## src/rtl/bsg_id_pool_rr_alloc_arbiter.sv

```systemverilog
// bsg_id_pool_rr_alloc_arbiter
//
// Lets several requesters share one one-hot ID pool. Each cycle at most one
// eligible requester is picked round-robin. The arbiter accepts the pool's
// offered ID for that requester and returns the ID one cycle later. It records
// which requester owns each outstanding ID, limits each requester to quota_p
// outstanding IDs, and checks releases before passing them on to the pool.
//
// Ports
//   clk_i                    clock
//   reset_n_i                asynchronous active-low reset
//   req_v_i       [reqs_p]   per-requester level request for one ID
//   grant_v_o     [reqs_p]   registered one-hot0 grant pulse
//   grant_id_one_hot_o [els_p] registered ID of the current grant (0 if none)
//   release_ids_i [els_p]    IDs being returned, from any requester(s)
//   pool_alloc_id_one_hot_i  pool's offered ID
//   pool_alloc_id_v_i        pool offer valid
//   pool_alloc_yumi_o        accept the offered ID (combinational)
//   pool_dealloc_ids_o       validated releases to the pool (combinational)
//   outstanding_o            registered per-requester outstanding counts, packed
//   err_o                    sticky illegal-release flag
//
// The parameter defaults exist only so the module can be elaborated on its
// own. Integrators always set els_p and reqs_p explicitly.
module bsg_id_pool_rr_alloc_arbiter #(
  parameter int els_p   = 8,
  parameter int reqs_p  = 3,
  parameter int quota_p = els_p
) (
  input  logic                                  clk_i,
  input  logic                                  reset_n_i,
  input  logic [reqs_p-1:0]                     req_v_i,
  output logic [reqs_p-1:0]                     grant_v_o,
  output logic [els_p-1:0]                      grant_id_one_hot_o,
  input  logic [els_p-1:0]                      release_ids_i,
  input  logic [els_p-1:0]                      pool_alloc_id_one_hot_i,
  input  logic                                  pool_alloc_id_v_i,
  output logic                                  pool_alloc_yumi_o,
  output logic [els_p-1:0]                      pool_dealloc_ids_o,
  output logic [reqs_p*$clog2(quota_p+1)-1:0]   outstanding_o,
  output logic                                  err_o
);

  localparam int cnt_w = $clog2(quota_p + 1);
  localparam int own_w = (reqs_p > 1) ? $clog2(reqs_p) : 1;

  logic [els_p-1:0]  owned_r;
  logic [own_w-1:0]  owner_r [els_p];
  logic [cnt_w-1:0]  count_r [reqs_p];
  logic [cnt_w-1:0]  count_n [reqs_p];
  logic [own_w-1:0]  rr_start_r;   // first index searched in the next arbitration
  logic [reqs_p-1:0] grant_v_r;
  logic [els_p-1:0]  grant_id_r;
  logic              err_r;

  logic [reqs_p-1:0] elig;
  logic              accept;
  logic [own_w-1:0]  win;
  logic [own_w-1:0]  win_nxt;
  logic [els_p-1:0]  legal;
  logic              illegal;

  // Eligibility uses only the registered count. A release in this cycle does
  // not make a full requester eligible until the next cycle.
  always_comb begin
    // NOTE: every always_comb output gets a default first so no latch can be inferred.
    elig = '0;
    for (int r = 0; r < reqs_p; r++)
      elig[r] = req_v_i[r] && (count_r[r] < cnt_w'(quota_p));
  end

  // Round-robin arbiter. Rotate the eligibility vector so that rr_start_r
  // lands at bit 0, take the first set bit, then map that offset back to a
  // requester index.
  always_comb begin
    logic [2*reqs_p-1:0] elig_dbl;
    logic [reqs_p-1:0]   elig_rot;
    logic [own_w-1:0]    off;
    logic                found;
    logic [own_w:0]      sum;
    logic [own_w:0]      inc;
    elig_dbl = {elig, elig} >> rr_start_r;
    elig_rot = elig_dbl[reqs_p-1:0];
    off      = '0;
    found    = 1'b0;
    for (int k = 0; k < reqs_p; k++) begin
      if (!found && elig_rot[k]) begin
        found = 1'b1;
        off   = own_w'(k);
      end
    end
    sum = {1'b0, rr_start_r} + {1'b0, off};
    if (sum >= (own_w+1)'(reqs_p)) sum = sum - (own_w+1)'(reqs_p);
    win = sum[own_w-1:0];
    inc = {1'b0, win} + (own_w+1)'(1);
    if (inc >= (own_w+1)'(reqs_p)) inc = '0;
    win_nxt = inc[own_w-1:0];
  end

  // The yumi does not depend on release_ids_i. This keeps the pool's own
  // alloc/dealloc ordering intact.
  assign accept            = pool_alloc_id_v_i && (|elig);
  assign pool_alloc_yumi_o = accept;

  // Only IDs that are registered as owned may be released. A grant that is
  // still in flight is not owned yet, so releasing it here counts as illegal.
  assign legal              = release_ids_i & owned_r;
  assign illegal            = |(release_ids_i & ~owned_r);
  assign pool_dealloc_ids_o = legal;

  // Next count per requester: +1 for its grant, minus the number of legal
  // releases of IDs it owns in this cycle.
  always_comb begin
    logic [cnt_w-1:0] rel_cnt;
    for (int r = 0; r < reqs_p; r++) begin
      rel_cnt = '0;
      for (int i = 0; i < els_p; i++)
        if (legal[i] && (owner_r[i] == own_w'(r))) rel_cnt = rel_cnt + cnt_w'(1);
      count_n[r] = count_r[r] + cnt_w'(accept && (win == own_w'(r))) - rel_cnt;
    end
  end

  always_ff @(posedge clk_i or negedge reset_n_i) begin
    if (!reset_n_i) begin
      owned_r    <= '0;
      rr_start_r <= '0;
      grant_v_r  <= '0;
      grant_id_r <= '0;
      err_r      <= 1'b0;
      for (int r = 0; r < reqs_p; r++) count_r[r] <= '0;
    end else begin
      // NOTE: state updates use non-blocking assignments so every register samples pre-edge values.
      owned_r    <= (owned_r & ~legal) | (accept ? pool_alloc_id_one_hot_i : '0);
      count_r    <= count_n;
      grant_v_r  <= accept ? (reqs_p'(1) << win) : '0;
      grant_id_r <= accept ? pool_alloc_id_one_hot_i : '0;
      if (accept)  rr_start_r <= win_nxt;
      if (illegal) err_r      <= 1'b1;
    end
  end

  // NOTE: the owner table has no reset; an entry is only read while its owned_r bit is set.
  always_ff @(posedge clk_i) begin
    for (int i = 0; i < els_p; i++)
      if (accept && pool_alloc_id_one_hot_i[i]) owner_r[i] <= win;
  end

  assign grant_v_o          = grant_v_r;
  assign grant_id_one_hot_o = grant_id_r;
  assign err_o              = err_r;

  for (genvar g = 0; g < reqs_p; g++) begin : g_out
    assign outstanding_o[g*cnt_w +: cnt_w] = count_r[g];

    a_quota : assert property (@(posedge clk_i) disable iff (!reset_n_i)
                               count_r[g] <= cnt_w'(quota_p));
  end

  a_grant_onehot0 : assert property (@(posedge clk_i) disable iff (!reset_n_i)
                                     $onehot0(grant_v_o));
  a_yumi_needs_v  : assert property (@(posedge clk_i) disable iff (!reset_n_i)
                                     pool_alloc_yumi_o |-> pool_alloc_id_v_i);

endmodule

```

## config.mk

```make
export PLATFORM = sky130hd
export DESIGN_NAME = bsg_id_pool_rr_alloc_arbiter
export DESIGN_NICKNAME = d
export VERILOG_FILES = /design/src/rtl/bsg_id_pool_rr_alloc_arbiter.sv
export SDC_FILE = /design/constraint.sdc
export NUM_CORES = 1
export LEC_CHECK = 0
export BUFFER_PORTS_ARGS = -buffer_cell sky130_fd_sc_hd__buf_4
export CAP_MARGIN = 10
export CORE_MARGIN = 3
export CORE_UTILIZATION = 55
export CTS_CLUSTER_DIAMETER = 200
export DETAILED_ROUTE_END_ITERATION = 6
export HOLD_SLACK_MARGIN = 0.15
export PLACE_DENSITY = 0.76
export SYNTH_ARGS = -nofsm -noshare
export SYNTH_HDL_FRONTEND = slang
export SYNTH_SLANG_ARGS = --single-unit
```

## constraint.sdc

```tcl
create_clock -name clk_i -period 6.1 [get_ports clk_i]
set_input_delay 0.61 -clock clk_i [delete_from_list [all_inputs] [get_ports clk_i]]
set_output_delay 0.61 -clock clk_i [all_outputs]
set_load 0.02 [all_outputs]
```

== After elaboration in Yosys (flattened, before gate mapping) ==
Memories as Yosys holds them, arrays and structs flattened.
Cells that the tools add are included.

* Flip-flop bits (word level): 34
* RAM bits: 16
* Input bits: 22
* Output and inout bits: 33
* Memories: 1

* Add/sub/neg operators: 30
* $lt $le $gt $ge: 5
* Equality and inequality tests: 18
* Shift-type cells: 2
* Muxes and demuxes: 48
* Bitwise gates (word level): 6
* Reduce and logical (&&, ||, !) cells: 54

{| class="wikitable"
|+ Memories
! name !! words !! bits a word !! rd ports !! clocked after Yosys merged registers in !! write ports !! line !! RTL
|-
| owner_r || 8 || 2 || 8 || 0 || 8 || 48 || <nowiki>logic [own_w-1:0] owner_r [els_p];</nowiki>
|}

{| class="wikitable"
|+ Operators by type and width
! operator !! count
|-
| 4-bit by 1-bit adder with 4-bit output, second input constant || 21
|-
| 4-bit 2-to-1 mux || 21
|-
| 1-bit logical AND || 41
|-
| 8-bit bitwise AND || 3
|-
| 1-bit 2-to-1 mux || 22
|-
| 2-bit by 1-bit equality test with 1-bit output, second input constant || 9
|-
| 2-bit equality test, second input constant || 9
|-
| 2-bit zero test || 9
|-
| 8-bit inverter || 2
|-
| 4-bit by 1-bit adder with 4-bit output || 3
|-
| 4-bit < comparator, second input constant || 3
|-
| 4-bit subtractor || 3
|-
| 8-bit 2-to-1 mux || 1
|-
| 8-bit OR || 1
|-
| 8-bit OR reduction || 1
|-
| 3-bit by 2-bit greater-or-equal comparator with 1-bit output, second input constant || 2
|-
| 2-bit 2-to-1 mux || 3
|-
| 6-bit by 2-bit right shift with 3-bit output || 1
|-
| 2-bit by 1-bit adder with 3-bit output, second input constant || 1
|-
| 2-bit by 2-bit adder with 3-bit output || 1
|-
| 3-bit 2-to-1 mux || 1
|-
| 3-bit OR reduction || 1
|-
| 1-bit by 2-bit << shifter with 3-bit output, first input constant || 1
|-
| 1-bit zero test || 2
|-
| 2-bit subtractor, second input constant || 1
|}

== Longest topological paths before layout ==
Gate-level depths: netlist of run 1.

* Depth after elaboration: 18
* Depth in mapped cells: 29
* Depth with buffers taken out: 29

== Worst setup path before layout of run 1 ==
No wires, ideal clock.

* Path type: input -> register
* Start point: input release_ids_i[0]
* End point: register count_r (netlist bit outstanding_o[7])
* Data arrival time: 5.203 ns
* Data required time: 5.975 ns
* Path slack: 0.772 ns
* Stages: 27
* Buffers on the path: 0
* Cell sequence: nand2_1 -> nor3b_1 -> inv_1 -> ha_1 -> mux2i_1 -> xor2_1 -> a21oi_1 -> ha_1 -> a21oi_1 -> a21boi_0 -> o221ai_1 -> mux2i_1 -> inv_1 -> ha_1 -> xnor2_1 -> nor3_1 -> a31oi_1 -> a21boi_0 -> ha_1 -> ha_1 -> a21o_1 -> a21oi_1 -> xnor2_1 -> xnor2_1 -> xnor2_1 -> xnor2_1 -> xnor2_1

{| class="wikitable"
|+ RTL lines
! element !! line !! RTL
|-
| from (decl) || 35 || <nowiki>input logic [els_p-1:0] release_ids_i,</nowiki>
|-
| to (signal assigned) || 134 || <nowiki>count_r <= count_n;</nowiki>
|-
| to (decl) || 49 || <nowiki>logic [cnt_w-1:0] count_r [reqs_p];</nowiki>
|}

==> metrics.yaml, run 1 <==
outcome:
  status: "completed"
drt:
  dr.pass1.iters: 5
  vias: 3616
  wire_per_inst_um: 16.0
  vias_per_cell: 5.66
  drc: 0
  drt_iter0_drc: 245
  wirelength_mm: 10.2
  ant_nets: 0
placement:
  gp_congestion: 0.913
  portBuffers: 54
  hpwl_mm: 8.17
  pre_cts_ws_ns: 0.119
clock_network:
  h-tree-depth: 2
  hold_buffers: 0
  clk_path_buf_depth: 2
  cts_sinks: 50
  root_buffer: "clkbuf_8"
  numCtsBuffers: 5
  path_clk_slew_ns: 0.10
  worst_skew_pair.late_latency_ns: 0.31
  cts_tree: "yes"
  postCtsSetupBuffers: 0
finish:
  diodes: 0
  final_common_cell: "inv_1"
  syn_to_final_growth_pct: 13.0
  final_core_util_pct: 65.6
  drive_gt1_share_pct: 16.2
  nNetsFinal: 607
  final_cell_mix: "57 x inv_1, 56 x buf_4, 52 x xnor2_1"
floorplan:
  rows: 32
  die_area_um2: 9500
  die_height_um: 97.5
  ios: 55
  chipWidth_um: 97.5
  core_area_um2: 7930
  start_util_pct: 58.1
sta:
  setup_violations: 0
  relSlewSlack_pct: 37.0
  drv_slew: 0
  skew_ns: 0.0104
  fin_ws_ns: 0.544
  tns_ns: 0
  fmax_mhz: 180
  fin_crit_sh_pct: 91.1
  finalCriticalPeriod_ns: 5.56
  finalHoldViolCount: 0
  rsz0062_at_grt: "false"
  worstMarginPinSlew_ns: 0.943
global_routing:
  overflow: 0
  grt_pass1_wl_mm: 17.2
  grt_max_degree: 35
  met2_usage_pct: 37.1
  grt.busiest_layer: "met2"
  globalRouteMet3Util_pct: 3.30
  grt_pass1_vias: 3619
  met1_usage_pct: 28.9
  antenna_found_initial: 0
  grt_usage_pct: 21.9
yosys:
  synth.distinct_cells: 74
  mappedNetlistArea_um2: 4600
  synth.largest_area_cell: "dfrtp_1"
  yosysSeqAreaShare_pct: 28.9
  syn_area_per_cell_um2: 9.47
  yosys_most_used_dff: "dfrtp_1"
  syn-num-nets: 557
  synth-edff-count: 16
  synthTopCellsByArea: "dfrtp_1 18%, ha_1 12%, edfxtp_1 10%"
  yosysTopAreaCellShare_pct: 18.5
  syn_inst: 486
  synth-seq-cells: 50
  yosysWarnings: 0
  async_reset_ff_share_pct: 68.0
critical_path:
  critPathKind: "primary input to register"
  arrival_ns: 5.79
  cpPeakStageDelay_ns: 0.33
  r2r_start: "owned_r[1]$_DFF_PN0_"
  crit_top_cell: "xnor2_1"
  cp.required_ns: 6.33
  crit_path_end: "outstanding_o[7]$_DFF_PN0_"
  critPathSlowestCell: "ha_1"
  startpoint: "release_ids_i[0]"
  worstSetupEndpointType: "register"
  r2r_end: "outstanding_o[7]$_DFF_PN0_"
  cp-start-kind: "primary input"
  r2r_slack_ns: 0.57
  r2r_cells: 27
  cp_max_fo: 4
hold_path:
  min_path_type: "primary input to async pin"
pwr:
  worst_ir_drop_vdd_mv: 0.343
  p_per_area_nw_per_um2: 433
  total_leakage_power_nw: 2.43
flow_run:
  maxCapViolations: 0
[per-layer routing]
layer | vias to the layer above | part of all wire [%]
li1 | 1782 | -
met1 | 1725 | 44
met2 | 93 | 49
met3 | 16 | 5.2
met4 | 0 | 2.1
met5 | - | 0
[repair_timing]
item,CTS,global route
hold endpoints to repair,0,0
setup endpoints to repair,0,1
gates resized for setup,0,1
[stage by stage]
step	power, W	hold WS (ns)	instance area, µm²	cells
global placement	0.00195	0.470	5090	631
CTS	0.00227	0.268	5200	639
finish	0.00225	0.253	5200	639
floorplan	0.00162	0.314	4600	486
global route	0.00244	0.274	5200	639
detailed placement	0.00202	0.473	5090	631
[area by class of cell]
type / count / area [µm²]
multi-input cells: 366 / 3000
fillers: 660 / 2730
flip-flops and latches: 50 / 1330
repair buffers: 56 / 420
inverters: 57 / 214
well taps: 102 / 128
clock buffers: 6 / 72.6
clock inverters: 2 / 37.5
[critical path, delay by kind of cell]
kind                     cells  cell delay (ns)
XOR/XNOR                     7             1.15
buffers and inverters        3             0.27
multiplexers                 2             0.37
AO/OA/AOI/OAI                8             1.46
AND/OR/NAND/NOR              3             0.45
adder cells (fa/ha/maj)      5             1.45
[synthesized netlist by cell type, drive strengths merged, types with 5 or more instances]
| cell | count |
|---|---|
| inv | 57 |
| xnor2 | 56 |
| ha | 45 |
| nand2 | 40 |
| dfrtp | 34 |
| and2 | 19 |
| nor2 | 19 |
| edfxtp | 16 |
| a21oi | 15 |
| mux2i | 15 |
| xor2 | 15 |
| nor3 | 14 |
| o21ai | 12 |
| nand3 | 11 |
| o21bai | 8 |
| buf | 7 |
| nand4b | 7 |
| nor3b | 7 |
| clkbuf | 6 |
| nor2b | 6 |
| a211oi | 5 |
| and4b | 5 |
| or3 | 5 |
[cell families after synthesis]
kind of cell	count (synthesis)	synth area share (%)
adders and majority gates	49	14.0
buffers and inverters	70	6.06
and+or+nand+nor	154	19.4
xor gates and xnor gates	74	16.7
muxes	17	3.75
DFF	50	28.9
AOI/OAI and AO/OA	72	11.1
[sequential cells by signal, summed over array words and instances (netlist names)]
signal              cells
owned_r                 8
err_o                   1
grant_v_o               3
rr_start_r              2
outstanding_o          12
owner_r                16
grant_id_one_hot_o      8
[power by group]
| group | total, W | internal [W] | switching, W | leakage, nW |
|---|---|---|---|---|
| Combinational | 0.00137 | 0.000613 | 0.000757 | 1.80 |
| Sequential | 0.000635 | 0.000535 | 0.0000990 | 0.574 |
| Clock | 0.000245 | 0.000123 | 0.000122 | 0.0514 |
[worst min path at each step]
| stage | startpoint | end | depth (start not counted) | slack (ns) |
|---|---|---|---|---|
| 2_1_floorplan | reset_n_i | err_o$_DFFE_PN0P_ | 0 | 0.31 |
| 3_3_place_gp | err_o$_DFFE_PN0P_ | err_o$_DFFE_PN0P_ | 2 | 0.47 |
| 3_5_place_dp | err_o$_DFFE_PN0P_ | err_o$_DFFE_PN0P_ | 2 | 0.47 |
| 4_1_cts | reset_n_i | outstanding_o[9]$_DFF_PN0_ | 1 | 0.27 |
| 5_1_grt | reset_n_i | owned_r[6]$_DFF_PN0_ | 1 | 0.27 |
| 6_report | reset_n_i | outstanding_o[9]$_DFF_PN0_ | 1 | 0.25 |
Power figures use the tool's default switching activity.
==> inputs of run 2 (changes only) <==
--- a/config.mk
+++ b/config.mk
@@ -5,6 +5,7 @@
 export SDC_FILE = /design/constraint.sdc
 export NUM_CORES = 1
 export LEC_CHECK = 0
+export ABC_AREA = 1
 export BUFFER_PORTS_ARGS = -buffer_cell sky130_fd_sc_hd__buf_4
 export CAP_MARGIN = 10
 export CORE_MARGIN = 3
==> run 2 against run 1 <==
Net effect:
- utilization up 0.57 points
- combinational power increased by 18%
- sequential cell count unchanged
- design area is 0.87% higher
- die area hardly changed
- sequential power increased by 10%
==> metrics.yaml, run 2 <==
sta:
  fmax_mhz: 188
  tns_ns: 0
  relSlewSlack_pct: 53.3
  setup_violations: 0
  finalHoldViolCount: 0
  rsz0062_at_grt: "false"
  fin_crit_sh_pct: 87.2
  finalCriticalPeriod_ns: 5.32
  drv_slew: 0
  worstMarginPinSlew_ns: 0.699
  skew_ns: 0.00956
yosys:
  synth.distinct_cells: 37
  synth-edff-count: 16
  synth-simple-area-share_pct: 37.5
  synth_compound_area_share_pct: 4.54
  yosysTopAreaCellShare_pct: 18.5
  syn_area_per_cell_um2: 6.92
  synth_top_family_by_area: "simple AND/OR/NAND/NOR gates"
  synthMuxAreaShare_pct: 0
  syn-num-nets: 736
  yosys_most_used_dff: "dfrtp_1"
  synthTopCellsByArea: "dfrtp_1 18%, nand2_1 16%, ha_1 12%"
  async_reset_ff_share_pct: 68.0
  yosysSeqAreaShare_pct: 28.9
  synth_adder_area_share_pct: 14.0
  synth-seq-cells: 50
  synth-xor-area-share_pct: 3.56
  synth.largest_area_cell: "dfrtp_1"
  mappedNetlistArea_um2: 4600
  synth_common_cells: "192 x nand2_1, 130 x inv_1, 85 x nand3_1"
  syn_inst: 665
  yosysWarnings: 0
  post-synth-top-count-cell: "nand2_1"
finish:
  final_common_cell: "nand2_1"
  largest-register: "owner_r"
  seqCellArea_um2: 1330
  final_cell_mix: "192 x nand2_1, 130 x inv_1, 85 x nand3_1"
  num-fill-cells: 698
  diodes: 0
  instances_no_fill: 829
  fin_area_um2: 5250
  largest_reg_flops: 16
  syn_to_final_growth_pct: 14.0
  drive_gt1_share_pct: 15.1
  multi_input_comb_area_um2: 2740
  nNetsFinal: 797
floorplan:
  die_height_um: 97.5
  chipWidth_um: 97.5
  ios: 55
  rows: 32
  die_area_um2: 9500
  start_util_pct: 58.0
  core_area_um2: 7930
outcome:
  status: "completed"
global_routing:
  grt_pass1_vias: 4091
  overflow: 0
  grt_usage_pct: 22.5
  grt_max_degree: 35
  grt_pass1_wl_mm: 17.9
  antenna_found_initial: 0
critical_path:
  worstSetupEndpointType: "register"
  cp.required_ns: 6.32
  startpoint: "owned_r[0]$_DFF_PN0_"
  r2r_start: "owned_r[0]$_DFF_PN0_"
  cp_max_fo: 4
  crit_top_cell: "nand2_1"
  arrival_ns: 5.54
  cp-start-kind: "register"
  critPathKind: "register to register"
  critPathSlowestCell: "dfrtp_1"
  cpPeakStageDelay_ns: 0.42
drt:
  drc: 0
  ant_nets: 0
  wire_per_inst_um: 12.5
  drt_iter0_drc: 223
  wirelength_mm: 10.4
  vias_per_cell: 5.14
  dr.pass1.iters: 6
  vias: 4260
clock_network:
  clk_path_buf_depth: 2
  root_buffer: "clkbuf_8"
  postCtsSetupBuffers: 0
  numCtsBuffers: 5
  hold_buffers: 0
  cts_sinks: 50
  path_clk_slew_ns: 0.11
  cts-resized-gates: 0
  h-tree-depth: 2
  worst_skew_pair.late_latency_ns: 0.32
  cts_tree: "yes"
placement:
  dp_cells: 821
  hpwl_mm: 8.45
  gp_congestion: 0.918
  portBuffers: 54
  dpl_cell_area_um2: 5130
hold_path:
  min_path_type: "primary input to async pin"
flow_run:
  maxCapViolations: 0
pwr:
  worst_ir_drop_vdd_mv: 0.349
  total_leakage_power_nw: 3.01
  p_per_area_nw_per_um2: 488
==> run 2: cell count changes in the layout (fill, tap and decap cells not counted), moves of 6 or more <==
cell      previous run  this run
a21oi_1             15         6
and2_1              18         1
inv_1               57       130
inv_2                0         6
mux2i_1             15         0
nand2_1             39       192
nand2_2              1        24
nand3_1             11        85
nand4b_1             6         0
nor2_1              19        31
nor2b_1              6         0
o21ai_0             10        18
o21bai_1             8         0
xnor2_1             52         6
==> run 2: metrics by stage <==
step	power, W	setup slack [ns]	hold slack (ns)	utilization (%)
global route	0.00284	0.281	0.257	66.2
CTS	0.00258	0.824	0.257	66.2
floorplan	0.00183	1.22	0.314	-
global placement	0.00225	0.810	0.470	64.8
detailed placement	0.00234	0.558	0.489	64.8
finish	0.00256	0.781	0.232	66.2
==> run 2: path summary, 6_finish.rpt <==
kind,endpoint,slack [ns],cells after the start
max in group asynchronous,grant_id_one_hot_o[6]$_DFF_PN0_,5.51,1
worst min-delay path,owned_r[0]$_DFF_PN0_,0.23,1
worst max-delay path,outstanding_o[3]$_DFF_PN0_,0.78,39
min in group clk_i,owned_r[5]$_DFF_PN0_,0.48,2
worst min register to register,err_o$_DFFE_PN0P_,0.51,2
worst max register to register,outstanding_o[3]$_DFF_PN0_,0.78,39
==> run 2: cells by family after synthesis <==
| family | after synthesis |
|---|---|
| buffers and inverters | 139 |
| AO/OA/AOI/OAI | 37 |
| adder cells (fa/ha/maj) | 49 |
| XOR/XNOR | 17 |
| flip-flops | 50 |
| AND/OR/NAND/NOR | 373 |
==> run 2: critical path, delay by kind of cell (launching register included) <==
family	cells	cell delay, ns
XOR/XNOR	1	0.19
AND/OR/NAND/NOR	24	2.16
flip-flops	1	0.42
buffers and inverters	6	0.36
adder cells (fa/ha/maj)	6	1.61
AO/OA/AOI/OAI	2	0.48
==> run 2: where the power goes <==
group,switching [W],leakage [nW],internal [W]
sequential,0.000101,0.574,0.000600
combinational,0.00102,2.39,0.000602
clock,0.000131,0.0545,0.000109
==> run 2: final cells by class <==
| cell class | instances | share of cell area (%) |
|---|---|---|
| repair buffers | 56 | 8.01 |
| clock inverters | 2 | 0.358 |
| multi-input cells | 476 | 52.2 |
| well taps | 102 | 2.43 |
| inverters | 137 | 9.80 |
| flip-flops and latches | 50 | 25.4 |
| clock buffers | 6 | 1.79 |
==> run 2: routing by layer <==
| layer | share of wire (%) | wire (µm) | track usage [%] |
|---|---|---|---|
| met2 | 47 | 4910 | 39.4 |
| met4 | 2.3 | 237 | 6.39 |
| met5 | 0 | 0 | 0 |
| met1 | 46 | 4760 | 29.0 |
| met3 | 4.5 | 468 | 2.87 |
==> inputs of run 3 (changes only) <==
--- a/config.mk
+++ b/config.mk
@@ -12,8 +12,9 @@
 export CORE_UTILIZATION = 55
 export CTS_CLUSTER_DIAMETER = 200
 export DETAILED_ROUTE_END_ITERATION = 6
+export GPL_TIMING_DRIVEN = 0
 export HOLD_SLACK_MARGIN = 0.15
-export PLACE_DENSITY = 0.76
+export PLACE_DENSITY = 0.81
 export SYNTH_ARGS = -nofsm -noshare
 export SYNTH_HDL_FRONTEND = slang
 export SYNTH_SLANG_ARGS = --single-unit
==> constraint.sdc (replaced) <==
create_clock -name clk_i -period 6.1 [get_ports clk_i]
set_input_delay 0.61 -clock clk_i [delete_from_list [all_inputs] [get_ports clk_i]]
set_output_delay 0.61 -clock clk_i [all_outputs]
set_load 0.1 [all_outputs]
==> run 3 against run 2 <==
Net effect:
- die area unchanged
- wire length up 2.1%
- utilization about the same
- largest cell class unchanged
==> metrics.yaml, run 3 (synthesized netlist as in run 2, its figures left out) <==
critical_path:
  worstSetupEndpointType: "register"
  critPathKind: "register to register"
  cp-start-kind: "register"
  crit_top_cell: "nand2_1"
  critPathSlowestCell: "dfrtp_1"
  crit_family: "simple AND/OR/NAND/NOR gates"
  arrival_ns: 5.55
  cp.required_ns: 6.30
  r2r_start: "owned_r[0]$_DFF_PN0_"
  r2r_end: "outstanding_o[3]$_DFF_PN0_"
  cp_max_fo: 4
  path_buf_inv: 6
  r2r_cells: 39
  cpPeakStageDelay_ns: 0.38
  startpoint: "owned_r[0]$_DFF_PN0_"
  r2r_slack_ns: 0.75
sta:
  fmax_mhz: 187
  skew_ns: 0.00823
  rsz0062_at_grt: "false"
  worstMarginPinSlew_ns: 0.983
  tns_ns: 0
  fin_crit_sh_pct: 87.7
  relSlewSlack_pct: 34.3
  setup_violations: 0
  finalHoldViolCount: 0
  finalCriticalPeriod_ns: 5.35
  fin_ws_ns: 0.751
  drv_slew: 0
drt:
  drt_iter0_drc: 209
  drc: 0
  ant_nets: 0
  dr.pass1.iters: 5
  wire_per_inst_um: 12.8
  vias: 4342
  vias_per_cell: 5.23
  wirelength_mm: 10.6
floorplan:
  die_area_um2: 9500
  core_area_um2: 7930
  die_height_um: 97.5
  chipWidth_um: 97.5
  ios: 55
  start_util_pct: 58.0
  rows: 32
flow_run:
  maxCapViolations: 0
finish:
  final_cell_mix: "192 x nand2_1, 130 x inv_1, 85 x nand3_1"
  largest_reg_flops: 16
  syn_to_final_growth_pct: 14.0
  diodes: 0
  drive_gt1_share_pct: 14.8
  nNetsFinal: 798
  final_common_cell: "nand2_1"
  largest-register: "owner_r"
global_routing:
  grt_max_degree: 35
  grt_pass1_vias: 4325
  grt_usage_pct: 23.4
  grt_pass1_wl_mm: 18.7
  overflow: 0
  antenna_found_initial: 0
clock_network:
  path_clk_slew_ns: 0.09
  numCtsBuffers: 5
  worst_skew_pair.late_latency_ns: 0.31
  postCtsSetupBuffers: 0
  clk_path_buf_depth: 2
  h-tree-depth: 2
  cts-resized-gates: 0
  cts_sinks: 50
  root_buffer: "clkbuf_8"
  cts_tree: "yes"
  hold_buffers: 0
pwr:
  worst_ir_drop_vdd_mv: 0.442
  p_per_area_nw_per_um2: 553
  total_leakage_power_nw: 3.01
outcome:
  status: "completed"
hold_path:
  min_path_type: "primary input to async pin"
placement:
  gp_congestion: 0.873
  portBuffers: 54
  hpwl_mm: 8.63
  pre_cts_ws_ns: 0.356
## run 3: through the flow
| stage | util [%] | cell area (µm²) | hold slack [ns] | instances | total power [W] |
|---|---|---|---|---|---|
| after global placement | 64.8 | 5130 | 0.475 | 821 | 0.00257 |
| after floorplan | - | 4600 | 0.314 | 665 | 0.00220 |
| after CTS | 66.1 | 5240 | 0.277 | 829 | 0.00291 |
| after detailed placement | 64.8 | 5130 | 0.504 | 821 | 0.00266 |
| final | 66.2 | 5250 | 0.260 | 830 | 0.00290 |
| after global routing | 66.2 | 5250 | 0.288 | 830 | 0.00320 |
## run 3: worst max path at each step
stage / cells after the start / slack (ns) / to
2_1_floorplan: 33 / 0.83 / outstanding_o[11]$_DFF_PN0_
3_3_place_gp: 40 / 0.63 / outstanding_o[3]$_DFF_PN0_
3_5_place_dp: 32 / 0.36 / outstanding_o[3]$_DFF_PN0_
4_1_cts: 32 / 0.59 / outstanding_o[3]$_DFF_PN0_
5_1_grt: 39 / 0.22 / outstanding_o[3]$_DFF_PN0_
6_report: 39 / 0.75 / outstanding_o[3]$_DFF_PN0_
## run 3: cell type report
class	instances	area, µm²
fill	716	2680
clock buffer	7	76.3
timing repair buffer	55	410
buffer	2	15.0
clock inverter	1	30.0
inverter	137	514
tap	102	128
multi-input combinational	476	2740
sequential	50	1330
## run 3: layer usage
metal | track usage, % | share of wire, % | vias up
li1 | - | - | 2229
met3 | 2.94 | 5.1 | 18
met5 | 0 | 0 | -
met4 | 6.50 | 1.9 | 0
met2 | 41.6 | 49 | 110
met1 | 29.7 | 44 | 1985
## run 3: power by group
| part | internal (W) | switching (W) | leakage, nW |
|---|---|---|---|
| Combinational | 0.000567 | 0.00139 | 2.39 |
| Sequential | 0.000603 | 0.000102 | 0.574 |
| Clock | 0.000123 | 0.000115 | 0.0524 |
| Total | 0.00129 | 0.00161 | 3.01 |
